## config.mk

```make
export PLATFORM = sky130hd
export DESIGN_NAME = cv32e40p_apu_multi_disp
export DESIGN_NICKNAME = d
export VERILOG_FILES = /design/src/rtl/cv32e40p_apu_multi_disp.sv
export SDC_FILE = /design/constraint.sdc
export NUM_CORES = 1
export LEC_CHECK = 0
export CAP_MARGIN = 10
export CORE_ASPECT_RATIO = 0.7
export CORE_MARGIN = 5
export CORE_UTILIZATION = 45
export DETAILED_ROUTE_END_ITERATION = 10
export GPL_TIMING_DRIVEN = 0
export HOLD_SLACK_MARGIN = 0.06
export PLACE_DENSITY = 0.72
export SLEW_MARGIN = 30
export SYNTH_ARGS = -nofsm -noshare
export SYNTH_HDL_FRONTEND = slang
export SYNTH_SLANG_ARGS = --single-unit
```

## constraint.sdc

```tcl
create_clock -name clk_i -period 3.45 [get_ports clk_i]
set_clock_uncertainty 0.15 [all_clocks]
set_input_delay 0.69 -clock clk_i [delete_from_list [all_inputs] [get_ports clk_i]]
set_output_delay 0.69 -clock clk_i [all_outputs]
set_load 0.02 [all_outputs]
```

## src/rtl/cv32e40p_apu_multi_disp.sv

```systemverilog
// Generic FIFO: D entries of W bits; rdata_o shows the head while not empty.
// Latency: a pushed word is visible at the head the cycle after the push.
// Backpressure: none internally; the caller must not push when full_o is high.
module cv32e40p_apu_multi_disp_fifo #(
   parameter int W = 8,
   parameter int D = 4
) (
   input  logic         clk_i,
   input  logic         rst_i,
   input  logic         push_i,
   input  logic         pop_i,
   input  logic [W-1:0] wdata_i,
   output logic [W-1:0] rdata_o,
   output logic         empty_o,
   output logic         full_o
);
   localparam int PW = $clog2(D);

   logic [W-1:0] mem [D];
   logic [PW-1:0] wp, rp;
   logic [PW:0]   cnt;

   assign rdata_o = mem[rp];
   assign empty_o = (cnt == '0);
   assign full_o  = (cnt == (PW+1)'(D));

   // storage write, no reset needed for the data itself
   always_ff @(posedge clk_i) begin
      if (push_i) mem[wp] <= wdata_i;
   end

   // pointers and occupancy; D is a power of two so pointers wrap naturally
   always_ff @(posedge clk_i or posedge rst_i) begin
      if (rst_i) begin
         wp  <= '0;
         rp  <= '0;
         cnt <= '0;
      end else begin
         if (push_i) wp <= wp + PW'(1);
         if (pop_i)  rp <= rp + PW'(1);
         case ({push_i, pop_i})
            2'b10:   cnt <= cnt + (PW+1)'(1);
            2'b01:   cnt <= cnt - (PW+1)'(1);
            default: cnt <= cnt;
         endcase
      end
   end
endmodule

// Multi-unit APU dispatcher: routes requests to units, returns results in grant order.
// Latency: grant same cycle; result for the head transaction reaches the core 1 cycle after unit rvalid.
// Backpressure: grant withheld when the target unit does not grant or DEPTH transactions are outstanding.
module cv32e40p_apu_multi_disp #(
   parameter int NUM_UNITS = 2,
   parameter int DEPTH     = 4,
   parameter int NARGS     = 3,
   parameter int OP_W      = 6,
   parameter int NDSFLAGS  = 15,
   parameter int NUSFLAGS  = 5,
   parameter int CG_HOLD   = 2,
   parameter int UID_W     = 3
) (
   input  logic                          clk_i,
   input  logic                          rst_i,
   input  logic                          core_req_i,
   output logic                          core_gnt_o,
   input  logic [UID_W-1:0]              core_unit_i,
   input  logic [NARGS*32-1:0]           core_operands_i,
   input  logic [OP_W-1:0]               core_op_i,
   input  logic [NDSFLAGS-1:0]           core_flags_i,
   output logic                          core_rvalid_o,
   output logic [31:0]                   core_rdata_o,
   output logic [NUSFLAGS-1:0]           core_rflags_o,
   output logic                          core_err_o,
   output logic                          busy_o,
   output logic [NUM_UNITS-1:0]          unit_req_o,
   input  logic [NUM_UNITS-1:0]          unit_gnt_i,
   output logic [NARGS*32-1:0]           unit_operands_o,
   output logic [OP_W-1:0]               unit_op_o,
   output logic [NDSFLAGS-1:0]           unit_flags_o,
   input  logic [NUM_UNITS-1:0]          unit_rvalid_i,
   input  logic [NUM_UNITS*32-1:0]       unit_rdata_i,
   input  logic [NUM_UNITS*NUSFLAGS-1:0] unit_rflags_i,
   output logic [NUM_UNITS-1:0]          unit_clk_en_o
);
   localparam int CW = $clog2(DEPTH) + 1;
   localparam int RW = 32 + NUSFLAGS;

   logic             unit_valid, sel_gnt, head_valid, bypass_inv;
   logic             ord_push, ord_pop, ord_empty, ord_full;
   logic [UID_W-1:0] ord_head;
   logic             retire, retire_err;
   logic [RW-1:0]    retire_dat;

   logic [CW-1:0]    outstanding [NUM_UNITS];
   logic [3:0]       hold_cnt    [NUM_UNITS];
   logic [RW-1:0]    res_in      [NUM_UNITS];
   logic [RW-1:0]    res_head    [NUM_UNITS];
   logic [NUM_UNITS-1:0] res_push, res_pop, res_empty, res_full, res_bypass;
   logic [NUM_UNITS-1:0] rpush, unit_inc, unit_dec, unit_act;

   assign unit_operands_o = core_operands_i;
   assign unit_op_o       = core_op_i;
   assign unit_flags_o    = core_flags_i;
   assign busy_o          = ~ord_empty;

   // dispatch: route the request to the selected unit, invalid ids are accepted directly
   always_comb begin
      unit_valid = (32'(core_unit_i) < 32'(NUM_UNITS));
      sel_gnt    = 1'b0;
      unit_req_o = '0;
      for (int u = 0; u < NUM_UNITS; u++) begin
         if (core_unit_i == UID_W'(u)) begin
            sel_gnt       = unit_gnt_i[u];
            unit_req_o[u] = core_req_i & ~ord_full;
         end
      end
      core_gnt_o = core_req_i & ~ord_full & (unit_valid ? sel_gnt : 1'b1);
   end

   // result capture per unit; stray results from idle units are dropped
   always_comb begin
      for (int u = 0; u < NUM_UNITS; u++) begin
         rpush[u]    = unit_rvalid_i[u] & (outstanding[u] != '0) & ~res_full[u];
         res_push[u] = rpush[u] & ~res_bypass[u];
         unit_act[u] = unit_req_o[u] | (outstanding[u] != '0);
         unit_clk_en_o[u] = unit_act[u] | (hold_cnt[u] != 4'd0);
      end
      unit_inc = unit_req_o & {NUM_UNITS{core_gnt_o}};
      unit_dec = res_pop | res_bypass;
   end

   // retire selection: head of the order FIFO, with a same-cycle path for an arriving head result
   // and for an invalid-unit request granted while nothing is outstanding
   always_comb begin
      bypass_inv = core_gnt_o & ~unit_valid & ord_empty;
      head_valid = (32'(ord_head) < 32'(NUM_UNITS));
      retire     = 1'b0;
      retire_err = 1'b0;
      retire_dat = '0;
      res_pop    = '0;
      res_bypass = '0;
      if (bypass_inv) begin
         retire     = 1'b1;
         retire_err = 1'b1;
      end else if (!ord_empty) begin
         if (!head_valid) begin
            retire     = 1'b1;
            retire_err = 1'b1;
         end else begin
            for (int u = 0; u < NUM_UNITS; u++) begin
               if (ord_head == UID_W'(u)) begin
                  if (!res_empty[u]) begin
                     retire     = 1'b1;
                     res_pop[u] = 1'b1;
                     retire_dat = res_head[u];
                  end else if (rpush[u]) begin
                     retire        = 1'b1;
                     res_bypass[u] = 1'b1;
                     retire_dat    = res_in[u];
                  end
               end
            end
         end
      end
      ord_push = core_gnt_o & ~bypass_inv;
      ord_pop  = retire & ~bypass_inv;
   end

   cv32e40p_apu_multi_disp_fifo #(.W(UID_W), .D(DEPTH)) i_order_fifo (
      .clk_i   (clk_i),
      .rst_i   (rst_i),
      .push_i  (ord_push),
      .pop_i   (ord_pop),
      .wdata_i (core_unit_i),
      .rdata_o (ord_head),
      .empty_o (ord_empty),
      .full_o  (ord_full)
   );

   for (genvar g = 0; g < NUM_UNITS; g++) begin : g_res
      assign res_in[g] = {unit_rdata_i[g*32 +: 32], unit_rflags_i[g*NUSFLAGS +: NUSFLAGS]};
      cv32e40p_apu_multi_disp_fifo #(.W(RW), .D(DEPTH)) i_res_fifo (
         .clk_i   (clk_i),
         .rst_i   (rst_i),
         .push_i  (res_push[g]),
         .pop_i   (res_pop[g]),
         .wdata_i (res_in[g]),
         .rdata_o (res_head[g]),
         .empty_o (res_empty[g]),
         .full_o  (res_full[g])
      );
   end

   // per-unit outstanding count and idle hold; hold sits at CG_HOLD while active, then counts down
   always_ff @(posedge clk_i or posedge rst_i) begin
      if (rst_i) begin
         for (int u = 0; u < NUM_UNITS; u++) begin
            outstanding[u] <= '0;
            hold_cnt[u]    <= '0;
         end
      end else begin
         for (int u = 0; u < NUM_UNITS; u++) begin
            if (unit_inc[u] && !unit_dec[u])      outstanding[u] <= outstanding[u] + CW'(1);
            else if (!unit_inc[u] && unit_dec[u]) outstanding[u] <= outstanding[u] - CW'(1);
            if (unit_act[u])              hold_cnt[u] <= 4'(CG_HOLD);
            else if (hold_cnt[u] != 4'd0) hold_cnt[u] <= hold_cnt[u] - 4'd1;
         end
      end
   end

   // registered result port towards the core
   always_ff @(posedge clk_i or posedge rst_i) begin
      if (rst_i) begin
         core_rvalid_o <= 1'b0;
         core_err_o    <= 1'b0;
         core_rdata_o  <= '0;
         core_rflags_o <= '0;
      end else begin
         core_rvalid_o <= retire;
         core_err_o    <= retire_err;
         core_rdata_o  <= retire_dat[RW-1:NUSFLAGS];
         core_rflags_o <= retire_dat[NUSFLAGS-1:0];
      end
   end
endmodule

```

Word level (Yosys, flattened, before mapping)
Memory sizes are Yosys's and may differ from the RTL's. Index checks and enable logic that the tools add are counted.

Add/subtract/negate cells: 18. Magnitude comparators: 2. Equality and inequality tests: 11. Muxes and demuxes: 58. Bitwise logic cells: 26. Reduce and logical (&&, ||, !) cells: 24.

Operators by type and width (number): $mux 37 (9); $mux 1 (32); $pmux 3 s2 (3); $mux 4 (4); $add 3x1->3 const B (5); $logic_not 3->1 (5); $sub 3x1->3 const B (5); $reduce_bool 2->1 (7); $add 2x1->2 const B (6); $and 1x1->1 (12); $mux 2 (6); $mux 3 (4); $eq 3x3->1 const B (3); $not 1->1 (8); $reduce_bool 4->1 (2); $sub 4x1->4 const B (2); $eq 2x1->1 const B (3); $eq 2x2->1 const B (3); $eq 3x1->1 const B (2); $lt 3x2->1 const B (2); $reduce_bool 3->1 (2); $logic_and 1x1->1 (4); $logic_not 1->1 (4); $or 1x1->1 (4); other kinds (2) (2).

Register bits after elaboration: 74. RAM bits: 308. Bits of input ports: 201. Output and inout port bits: 162. Logic and storage cells: 159. Memories kept: 3.

Memory list: g_res[0].i_res_fifo.mem (depth 4, bits a word 37, read ports 1, clocked after Yosys merged registers in 0, write ports 1, RTL line 19) `logic [W-1:0] mem [D];`; g_res[1].i_res_fifo.mem (depth 4, bits a word 37, read ports 1, clocked after Yosys merged registers in 0, write ports 1, RTL line 19); i_order_fifo.mem (depth 4, bits a word 3, read ports 1, clocked after Yosys merged registers in 0, write ports 1, RTL line 19).

Longest topological paths before layout
Gate-level depths: netlist of run 1.

Depth after elaboration: 15. Mapped depth: 12. Gate-level depth less buffers: 11.

Modules after synthesis
Synthesis of run 1 repeated with hierarchy kept, for this count alone.

Cells, all modules: 919. Area, all modules: 16356.9 µm².

Modules (own cells, without submodules): cv32e40p_apu_multi_disp_fifo at g_res[0].i_res_fifo ... (instances 2, cells an instance 230, area an instance 5733.0 µm², seq. area each 4619.4 µm²); cv32e40p_apu_multi_disp (instances 1, cells an instance 406, area an instance 4052.6 µm², seq. area each 1326.3 µm²); cv32e40p_apu_multi_disp_fifo at i_order_fifo (instances 1, cells an instance 53, area an instance 838.3 µm², seq. area each 535.5 µm²).

Worst setup path before layout of run 1
Ideal clock, no wire load.

Kind: register -> register. Start point: reg i_order_fifo.cnt[1]. End point: mem g_res[0].i_res_fifo.mem[0][0] (netlist name) (enable). Library setup time: 0.398 ns. Arrival: 2.488 ns. Required time: 2.902 ns. Slack: 0.415 ns. Cell stages (with the launch flop): 5. Buffers on the path: 0. Period minus slack after synthesis: 3.035 ns. Cells stage by stage: dfrtp_1 nor3_1 nor3_4 a221oi_4 and2_1.

Cells in the longest elaborated chain, start to end: 11. Elaborated cells between the ends (all ways): 13. Those cells by class: eq/ne: 1; mux: 4; bitwise: 7; reduce/logical: 1.

RTL lines: start: declaration (RTL line 21) `logic [PW:0] cnt;`; start signal: assignment (RTL line 42) `2'b10: cnt <= cnt + (PW+1)'(1);`; start signal: assignment (RTL line 43) `2'b01: cnt <= cnt - (PW+1)'(1);`; start signal: assignment (RTL line 44) `default: cnt <= cnt;`; $eq 3x3->1 (RTL line 25) `assign full_o = (cnt == (PW+1)'(D));`; $not 1->1 (RTL line 118) `core_gnt_o = core_req_i & ~ord_full & (unit_valid ? sel_gnt : 1'b1);`; $and 1x1->1 (2 in series) (RTL line 118); $and 1x1->1 (2 in series) (RTL line 136) `bypass_inv = core_gnt_o & ~unit_valid & ord_empty;`; $mux 2 (*) (RTL line 143) `if (bypass_inv) begin`; $not 1->1 (*) (RTL line 125) `res_push[u] = rpush[u] & ~res_bypass[u];`; $and 1x1->1 (*) (RTL line 125); $mux 1 (*) (RTL line 29) `if (push_i) mem[wp] <= wdata_i;`; $mux 1 (implied by the code) (*) (RTL line 29); end: declaration (RTL line 19).

Mark *: on every way between the ends. The rest lies on a longest branch, timed or not.

Worst setup path in the final report of run 1
Start point: in core_unit_i[2]. End point: out unit_clk_en_o[0].

Cells in the longest elaborated chain, start to end: 4.

RTL lines: start: declaration (RTL line 67) `input logic [UID_W-1:0] core_unit_i,`; $logic_not 3->1 (RTL line 113) `if (core_unit_i == UID_W'(u)) begin`; $mux 1 (RTL line 113); $or 1x1->1 (RTL line 126) `unit_act[u] = unit_req_o[u] | (outstanding[u] != '0);`; $or 1x1->1 (RTL line 127) `unit_clk_en_o[u] = unit_act[u] | (hold_cnt[u] != 4'd0);`; end: declaration (RTL line 84) `output logic [NUM_UNITS-1:0] unit_clk_en_o`.

No other way between the ends.

==> reports/qor.yml, run 1 <==
status: "finished, final reports clean"
sequentialPowerShare_pct: 38.8
synth_top_family_by_area: "multiplexers"
power_density_nw_per_um2: 803.6
syn_area_sq_um: 16450
grt_overflow: 0
ys_seq_elements: 382
initial_core_util_pct: 45.70
cts_tree: "yes"
synthMuxAreaShare_pct: 11.27
netlist_instances: 973
switching_share_pct: 33.25
yosysSeqAreaShare_pct: 67.48
holdCritPathClass: "flip-flop to flip-flop"
clk_latency_ps: 520
antenna_found_initial: 6
avgRoutedWirePerCell_microns: 23.31
fmax_mhz: 297.4
fin_crit_ps: 3363
synthSimpleGateAreaFrac_pct: 4.297
p_int_uw: 11190
cp-start-kind: "primary input"
yosys.area_share.xor_xnor_pct: 1.278
clkPwrFrac_pct: 24.9
io_pins: 363
final_nets: 1485
synth-edff-count: 308
setup_viol_count_final: 0
setup_tns_ps: 0
wl_microns: 41170
synthesis.nets: 1200
ir_worst_vdd_mv: 0.3343
worst_pin_slew_ps: 889.4
cpMaxStageDelayCell: "clkdlybuf4s50_1"
drc: 0
die_w_microns: 238.5
synth_fa_ha_area_share_pct: 2.206
core_region_area_sq_um: 35990
switching_power_uw: 5575
cts_inserted_buffers: 37
gp_congestion: 0.8227
drive_gt1_share_pct: 22.98
grt_pass1_vias: 9760
via_count: 9488
timing.final.max_slew_violations: 0
worstPathCellList: "clkdlybuf4s50_1 > nor2_4 > nand3_2 > o21ai_4 > nand2b_1 > clkdlybuf4s50_1"
port_buffers: 245
async_reset_ff_share_pct: 19.37
final_common_cell: "edfxtp_1"
gr-usage-all-layers_pct: 19.67
drtAntennaViolNets: 0
drt_iter0_drc: 837
rows: 58
setup.worst_path.class: "primary input to output pin"
area_growth_pct: 26.81
cts_sinks: 382
crit_top_cell: "clkdlybuf4s50_1"
htreeDepth: 2
post-cts-setup-buffers: 0
cp_num_buf_inv: 2
synth_area_per_cell_sq_um: 16.91
grt_pass1_wl_microns: 60460
synth.distinct_cells: 46
cts_root_buffer: "clkbuf_16"
pwr-share-comb_pct: 36.3
hold_viol: 0
clk_pin_slew_ps: 70
grt_max_degree: 39
period_share_pct: 97.48
critical-path-max-stage-delay_ps: 600
cts_buffer_depth: 3
synth-compound-area-share_pct: 6.062
cp.arrival_ps: 2520
p_leak_uw: 0.007603
die_h_microns: 170.0
crit_fanout: 5
dp_cells: 1700
avgViaCountPerCell: 5.373
stdcell_count: 1766
ys.flop_type: "edfxtp_1"
die_area_sq_um: 40540
crit_path_end_kind: "output pin"
critPathTopFamily: "buffers and inverters"
yosys_warnings: 0
worstPathRequired_ps: 2610
rsz0062_at_grt: "yes"
max_slew_margin_pct: 40.70
first_pass_iters: 5
drv_cap: 0
post-dp-hpwl_microns: 29630
final_cell_mix: "edfxtp_1 (308), clkdlybuf4s50_1 (243), buf_4 (117)"
-- state kept, by name, summed over array words and instances, names as in the netlist --
signal	flops
core_err_o	1
core_rdata_o	32
core_rflags_o	5
core_rvalid_o	1
g_res.i_res_fifo.cnt	6
g_res.i_res_fifo.mem	296
g_res.i_res_fifo.rp	4
g_res.i_res_fifo.wp	4
hold_cnt	8
i_order_fifo.cnt	3
i_order_fifo.mem	12
i_order_fifo.rp	2
i_order_fifo.wp	2
outstanding	6
-- power groups by stage --
stage                     Sequential (uW)  Clock [uW]  Combinational (uW)
after floorplan                      6600           0                3940
after global placement               6590           0                5910
after detailed placement             6600           0                6080
after CTS                            6510        4240                6120
after global routing                 6600        4450                6580
final                                6510        4180                6080
-- cell families after synthesis --
kind of cell | after synthesis
multiplexers | 88
adder cells (fa/ha/maj) | 26
flip-flops | 382
XOR/XNOR | 24
buffers and inverters | 195
AO/OA/AOI/OAI | 132
AND/OR/NAND/NOR | 126
-- synthesized netlist by cell type, types with 3 or more instances --
master    instances  area [sq um]
dfrtp_1          74          1852
buf_2             8         40.04
and3_1           37         231.5
mux4_2           77          1734
nand2_1          16         60.06
nor3_1           10         50.05
buf_4           117         878.3
mux2_2            8         90.09
buf_6             5         56.30
inv_1            28         105.1
nand2b_1          4         25.02
o211ai_1          3         22.52
or3_1             6         37.54
nor2_1           21         78.83
and2_1           14         87.58
clkbuf_1         32         120.1
fa_1              5         100.1
o21ai_0           6         30.03
a22oi_1          36         270.3
a21oi_1           4         20.02
buf_1             5         18.77
a211oi_1         71         533.0
mux2i_1           3         30.03
edfxtp_1        308          9249
xor2_1           13         113.9
nand3_1           7         35.03
xnor2_1          11         96.34
ha_1             21         262.8
-- cell type report --
class	count	area, sq um
Sequential cell	382	11100
Timing Repair Buffer	247	2497
Inverter	28	110.1
Antenna cell	2	5.005
Tap cell	480	600.6
Clock buffer	52	1055
Multi-Input combinational cell	396	4185
Clock inverter	13	192.7
Buffer	166	1115
Fill cell	2755	15130
-- layer usage --
layer	share of wire [%]	track usage, %	up-vias	wire, microns
li1	-	-	4258	-
met4	1.9	4.888	8	797
met1	41	27.17	4773	16760
met3	7.9	5.038	59	3265
met5	0.11	0	-	45
met2	49	31.81	390	20310
-- worst register-to-register path, delay by kind of cell (launching register included) --
| kind | cells | cell delay [ps] |
|---|---|---|
| and+or+nand+nor | 3 | 570 |
| adders and majority gates | 2 | 600 |
| DFF | 1 | 340 |
| xor gates and xnor gates | 2 | 330 |
| muxes | 1 | 530 |
| AOI/OAI and AO/OA | 1 | 150 |
| buffers and inverters | 3 | 470 |
-- path summary, 6_finish.rpt --
check                      depth (start not counted)                from  slack, ps             endpoint
max                                                6      core_unit_i[2]         90     unit_clk_en_o[0]
min                                                1      outstanding[2]        350       outstanding[2]
max reg2reg                                       12  i_order_fifo.rp[0]        240  i_order_fifo.cnt[2]
min reg2reg                                        1      outstanding[2]        350       outstanding[2]
max in group asynchronous                          3               rst_i       2200       outstanding[4]
min in group asynchronous                          2               rst_i        390          hold_cnt[3]
-- metrics by stage --
step                instance area (sq um)  total power, uW  util [%]  worst slack (ps)  hold slack [ps]
CTS                                 20820            16860     57.84            0.9917            347.3
detailed placement                  19570            12680     54.36            -335.1            338.7
floorplan                           16450            10540         -             414.6            306.5
global route                        20860            17620     57.96            -46.14            360.3
global placement                    19500            12500     54.19            -730.9            329.4
finish                              20860            16770     57.96             87.06            351.0
-- timing repair --
item | 4_1_cts | 5_1_grt
hold buffers | 0 | 0
setup endpoints to repair | 3 | 3
pin swaps | 0 | 1
resized for setup | 3 | 6
hold endpoints to repair | 0 | 0
Note: power is estimated with default switching activity, not from simulation.
==> run 2, diff against run 1 <==
- CORE_MARGIN: 5 -> 1.5
- DONT_BUFFER_PORTS: not set -> 1
- PLACE_DENSITY: 0.72 -> not set
==> run 2 against run 1 <==
Compared with the run above:
- global-route usage up 0.21 points
- register-to-register slack worse by 50 ps
- sequential power up 2%
- routed wire length down 7.2%
- cell area down 12%
- combinational power down 10%
- worst setup slack better by 99 ps
- largest power group unchanged
==> reports/qor.yml, run 2 (synthesis results as in run 1) <==
diodes: 0
final_nets: 1242
setup_tns_ps: 0
post-cts-setup-buffers: 0
max_slew_margin_pct: 40.17
gp_congestion: 0.7879
rsz0062_at_grt: "no"
antenna_found_initial: 0
final_cell_mix: "edfxtp_1 (308), buf_4 (117), mux4_2 (77)"
worstPathCellList: "buf_6 > mux4_2 > buf_2 > or3b_1 > o22ai_1 > nor2_1 > ha_1 > inv_1 > fa_1 > o21ai_0"
worstPathRequired_ps: 3750
drtAntennaViolNets: 0
wl_microns: 38220
fin_crit_ps: 3263
ir_worst_vdd_mv: 0.3922
preCtsSetupSlack_ps: -56.51
sequentialPowerShare_pct: 40.4
final_common_cell: "edfxtp_1"
setup_viol_count_final: 0
fmax_mhz: 306.4
dpl-instance-area_sq_um: 17110
area_growth_pct: 12.06
whs_ps: 94.16
crit_fanout: 19
cpMaxStageDelayCell: "or3b_1"
post-dp-hpwl_microns: 26390
cp_num_buf_inv: 3
grt_max_degree: 60
die_area_sq_um: 37730
grt_pass1_vias: 8450
drive_gt1_share_pct: 28.39
critical-path-max-stage-delay_ps: 490
power_density_nw_per_um2: 889.7
timing.final.max_slew_violations: 0
rows: 58
htreeDepth: 2
cp.arrival_ps: 3570
drv_cap: 0
io_pins: 363
p_int_uw: 10850
cts_buffer_depth: 3
design_area_sq_um: 18440
r2r-end: "i_order_fifo.cnt[1]"
p_leak_uw: 0.006685
port_buffers: 0
setup.worst_path.class: "flip-flop to flip-flop"
switching_share_pct: 33.83
via_count: 8548
min_to: "g_res[0].i_res_fifo.mem[2][31]"
final_util_pct: 51.22
r2r_slack_ps: 190
avgViaCountPerCell: 5.602
cts_sinks: 382
min_from: "unit_rdata_i[26]"
top_register: "g_res.i_res_fifo.mem"
holdCritPathClass: "primary input to flip-flop"
crit_path_start: "i_order_fifo.rp[0]"
hold_viol: 0
cp-start-kind: "flip-flop"
cts_root_buffer: "clkbuf_16"
grt_overflow: 0
clkPwrFrac_pct: 26.2
core_region_area_sq_um: 35990
reg_top3: "g_res.i_res_fifo.mem (296), core_rdata_o (32), i_order_fifo.mem (12)"
avgRoutedWirePerCell_microns: 25.05
cts_tree: "yes"
largest_reg_flops: 296
ff2ff_path_depth: 10
status: "finished, final reports clean"
die_h_microns: 163.0
pwr-share-comb_pct: 33.3
critPathTopFamily: "adder cells"
gr-usage-all-layers_pct: 19.89
crit_path_end_kind: "flip-flop"
clk_latency_ps: 540
switching_power_uw: 5549
grt_pass1_wl_microns: 54940
fin_ws_ps: 186.5
period_share_pct: 94.59
whs_path_depth: 0
first_pass_iters: 5
cts_inserted_buffers: 39
die_w_microns: 231.5
worst_pin_slew_ps: 889.8
initial_core_util_pct: 45.70
clk_pin_slew_ps: 60
r2r-start: "i_order_fifo.rp[0]"
drt_iter0_drc: 582
drc: 0
-- run 2: cell types whose count changed in the layout (fill, tap and decap cells not counted), moves of 2 or more --
cell,change
inv_6,+2
clkdlybuf4s50_1,-243
diode_2,-2
clkbuf_1,+2
buf_2,+2
dlymetal6s2s_1,-2
bufinv_16,-2
buf_12,-2
clkbuf_16,+2
clkbuf_8,+4
-- run 2: cell type report --
cell class                      count  area [sq um]
Clock inverter                     12         142.6
Sequential cell                   382         11100
Buffer                            166          1114
Inverter                           28         110.1
Tap cell                          480         600.6
Timing Repair Buffer                2         37.54
Fill cell                        2937         17560
Clock buffer                       60          1167
Multi-Input combinational cell    396          4163
-- run 2: power by group through the flow --
| stage | Combinational, uW | Clock, uW | Sequential (uW) |
|---|---|---|---|
| after global routing | 5950 | 4550 | 6720 |
| after detailed placement | 5520 | 0 | 6720 |
| after CTS | 5530 | 4380 | 6640 |
| after global placement | 5430 | 0 | 6740 |
| final | 5470 | 4300 | 6630 |
| after floorplan | 3940 | 0 | 6600 |
-- run 2: timing repair --
action	CTS	global route
hold buffers	1	0
setup endpoints to repair	1	0
resized for setup	0	0
endpoints found under the hold margin	15	0
-- run 2: metal layers --
| metal | GRT usage, % | vias up | part of all wire (%) | wire (microns) |
|---|---|---|---|---|
| met3 | 4.972 | 56 | 7.7 | 2950 |
| met2 | 27.97 | 272 | 44 | 16660 |
| met1 | 30.81 | 4443 | 47 | 17870 |
| li1 | - | 3777 | - | - |
| met4 | 4.902 | 0 | 2.0 | 746 |
| met5 | 0 | - | 0 | 0 |
-- run 2: worst max-delay path by stage --
stage          slack (ps)                              to  cells past startpoint
6_report              190             i_order_fifo.cnt[1]                     10
5_1_grt                20             i_order_fifo.cnt[2]                     12
4_1_cts                80             i_order_fifo.cnt[2]                     11
3_5_place_dp          -60                  outstanding[1]                     10
3_3_place_gp         -600  g_res[1].i_res_fifo.mem[0][12]                      4
2_1_floorplan         410   g_res[0].i_res_fifo.mem[0][0]                      4
-- run 2: metrics by stage --
step / power, uW / std cells
final: 16400 / 1526
after global routing: 17220 / 1526
after CTS: 16550 / 1526
after detailed placement: 12240 / 1454
after global placement: 12170 / 1453
after floorplan: 10540 / 973
==> run 3, diff against run 2 <==
- CORE_MARGIN: 1.5 -> 2
- CORE_UTILIZATION: 45 -> 40
==> run 3 against run 2 <==
Compared with the run above:
- flip-flop and latch count did not move
- cell area rose by 0.21%
- worst hold slack improved by 3.5 ps
- clock power fell by 2%
- sequential power barely moved
- routed wire length fell by 1.5%
- first-iteration DRC count rose by 35%
- combinational power barely moved
- global-route usage fell by 2.6 points
- final cell count rose by 4.1%
- critical endpoint is now outstanding[4]
- largest power group unchanged
==> reports/qor.yml, run 3 (synthesis results as in run 1) <==
grtUsageMet2_pct: 25.63
endpoint: "outstanding[4]"
final.fill_count: 3544
avgRoutedWirePerCell_microns: 23.69
cts_buffer_depth: 3
setup_viol_count_final: 0
hold_viol: 0
largest_reg_flops: 296
io_pins: 363
cpMaxStageDelayCell: "mux4_2"
dp_cells: 1518
drt_iter0_drc: 786
dpl-instance-area_sq_um: 17190
cts_root_buffer: "clkbuf_16"
max_slew_margin_pct: 38.90
reg_top3: "g_res.i_res_fifo.mem (296), core_rdata_o (32), i_order_fifo.mem (12)"
p_int_uw: 10800
final_nets: 1242
htreeDepth: 2
antenna_found_initial: 0
r2r_slack_ps: 230
fin_crit_ps: 3221
cp.arrival_ps: 3480
post-dp-hpwl_microns: 25900
first_pass_iters: 5
final_util_pct: 45.27
initial_core_util_pct: 40.32
met3_usage_pct: 4.520
min_from: "unit_rdata_i[28]"
drc: 0
stdcell_count: 1589
grt_max_degree: 50
final_common_cell: "edfxtp_1"
drtAntennaViolNets: 0
grt_pass1_vias: 8544
switching_power_uw: 5518
top_register: "g_res.i_res_fifo.mem"
clk_latency_ps: 530
rsz0062_at_grt: "no"
crit_top_cell: "buf_2"
gr-usage-all-layers_pct: 17.27
crit_path_start: "i_order_fifo.rp[0]"
r2r-start: "i_order_fifo.rp[0]"
cts_sinks: 382
r2r-end: "outstanding[4]"
ir_worst_vdd_mv: 0.3220
core_region_area_sq_um: 40800
cts_tree: "yes"
period_share_pct: 93.38
critPathTopFamily: "multiplexers"
multi_input_area_sq_um: 4159
p_leak_uw: 0.006659
grt_overflow: 0
grt_pass1_wl_microns: 55320
timing.final.max_slew_violations: 0
avgViaCountPerCell: 5.386
die_area_sq_um: 42790
holdCritPathClass: "primary input to flip-flop"
worst_pin_slew_ps: 910.3
port_buffers: 0
clkPwrFrac_pct: 25.9
setup_tns_ps: 0
status: "finished, final reports clean"
area_growth_pct: 12.30
worstPathRequired_ps: 3710
sequentialPowerShare_pct: 40.6
gp_congestion: 0.7971
fmax_mhz: 310.4
grt_busiest_layer: "met2"
cts_inserted_buffers: 39
cp_num_buf_inv: 4
preCtsSetupSlack_ps: -181.4
die_h_microns: 173.7
setup.worst_path.class: "flip-flop to flip-flop"
met1_usage_pct: 25.49
crit_fanout: 19
fin_ws_ps: 228.6
worstPathCellList: "buf_6 > mux4_2 > buf_2 > buf_2 > or3_1 > ha_1 > inv_1 > fa_1 > mux2_2"
ff2ff_path_depth: 9
switching_share_pct: 33.82
wl_microns: 37650
drive_gt1_share_pct: 28.54
design_area_sq_um: 18470
power_density_nw_per_um2: 883.2
die_w_microns: 246.4
pwr-share-comb_pct: 33.4
final_cell_mix: "edfxtp_1 (308), buf_4 (117), mux4_2 (77)"
cp.depth: 9
cp-start-kind: "flip-flop"
clk_pin_slew_ps: 70
via_count: 8558
drv_cap: 0
seqCellArea_sq_um: 11100
rows: 62
critical-path-max-stage-delay_ps: 520
crit_path_end_kind: "flip-flop"
run 3: worst min path at each step:
stage,to,slack (ps),depth (start not counted)
after floorplan,i_order_fifo.cnt[2],310,1
after global placement,i_order_fifo.cnt[2],330,1
after detailed placement,i_order_fifo.cnt[2],330,1
after CTS,g_res[0].i_res_fifo.mem[0][30],80,0
after global routing,g_res[1].i_res_fifo.mem[2][20],80,0
final,g_res[0].i_res_fifo.mem[2][33],100,0
run 3: layer usage:
layer	part of all wire [%]	wire (microns)
met5	0	0
met4	1.7	642
met3	8.0	3016
met2	46	17370
met1	44	16620
run 3: area by class of cell:
cell class | count | area share (%)
tap | 544 | 3.684
antenna | 1 | 0.01355
buffer | 166 | 6.041
sequential | 382 | 60.09
clock buffer | 51 | 5.635
multi-input combinational | 396 | 22.51
inverter | 28 | 0.5960
timing repair buffer | 2 | 0.2032
clock inverter | 19 | 1.226
run 3: per-stage QoR:
step,total power (uW),hold WS [ps]
final,16320,97.67
after global routing,17160,75.71
after CTS,16480,76.39
after detailed placement,12230,330.7
after global placement,12120,328.8
after floorplan,10540,306.5
run 3: what timing repair did:
action / in CTS / in global routing
hold endpoints to repair: 25 / 0
buffers inserted: 0 / 0
hold buffers: 1 / 0
setup endpoints to repair: 3 / 1
pin swaps: 0 / 0
resized for setup: 2 / 0
run 3: power by group through the flow:
stage / combinational, uW / sequential (uW) / clock (uW)
finish: 5460 / 6630 / 4230
floorplan: 3940 / 6600 / 0
global route: 5920 / 6730 / 4510
detailed placement: 5500 / 6720 / 0
global placement: 5390 / 6730 / 0
CTS: 5530 / 6640 / 4320
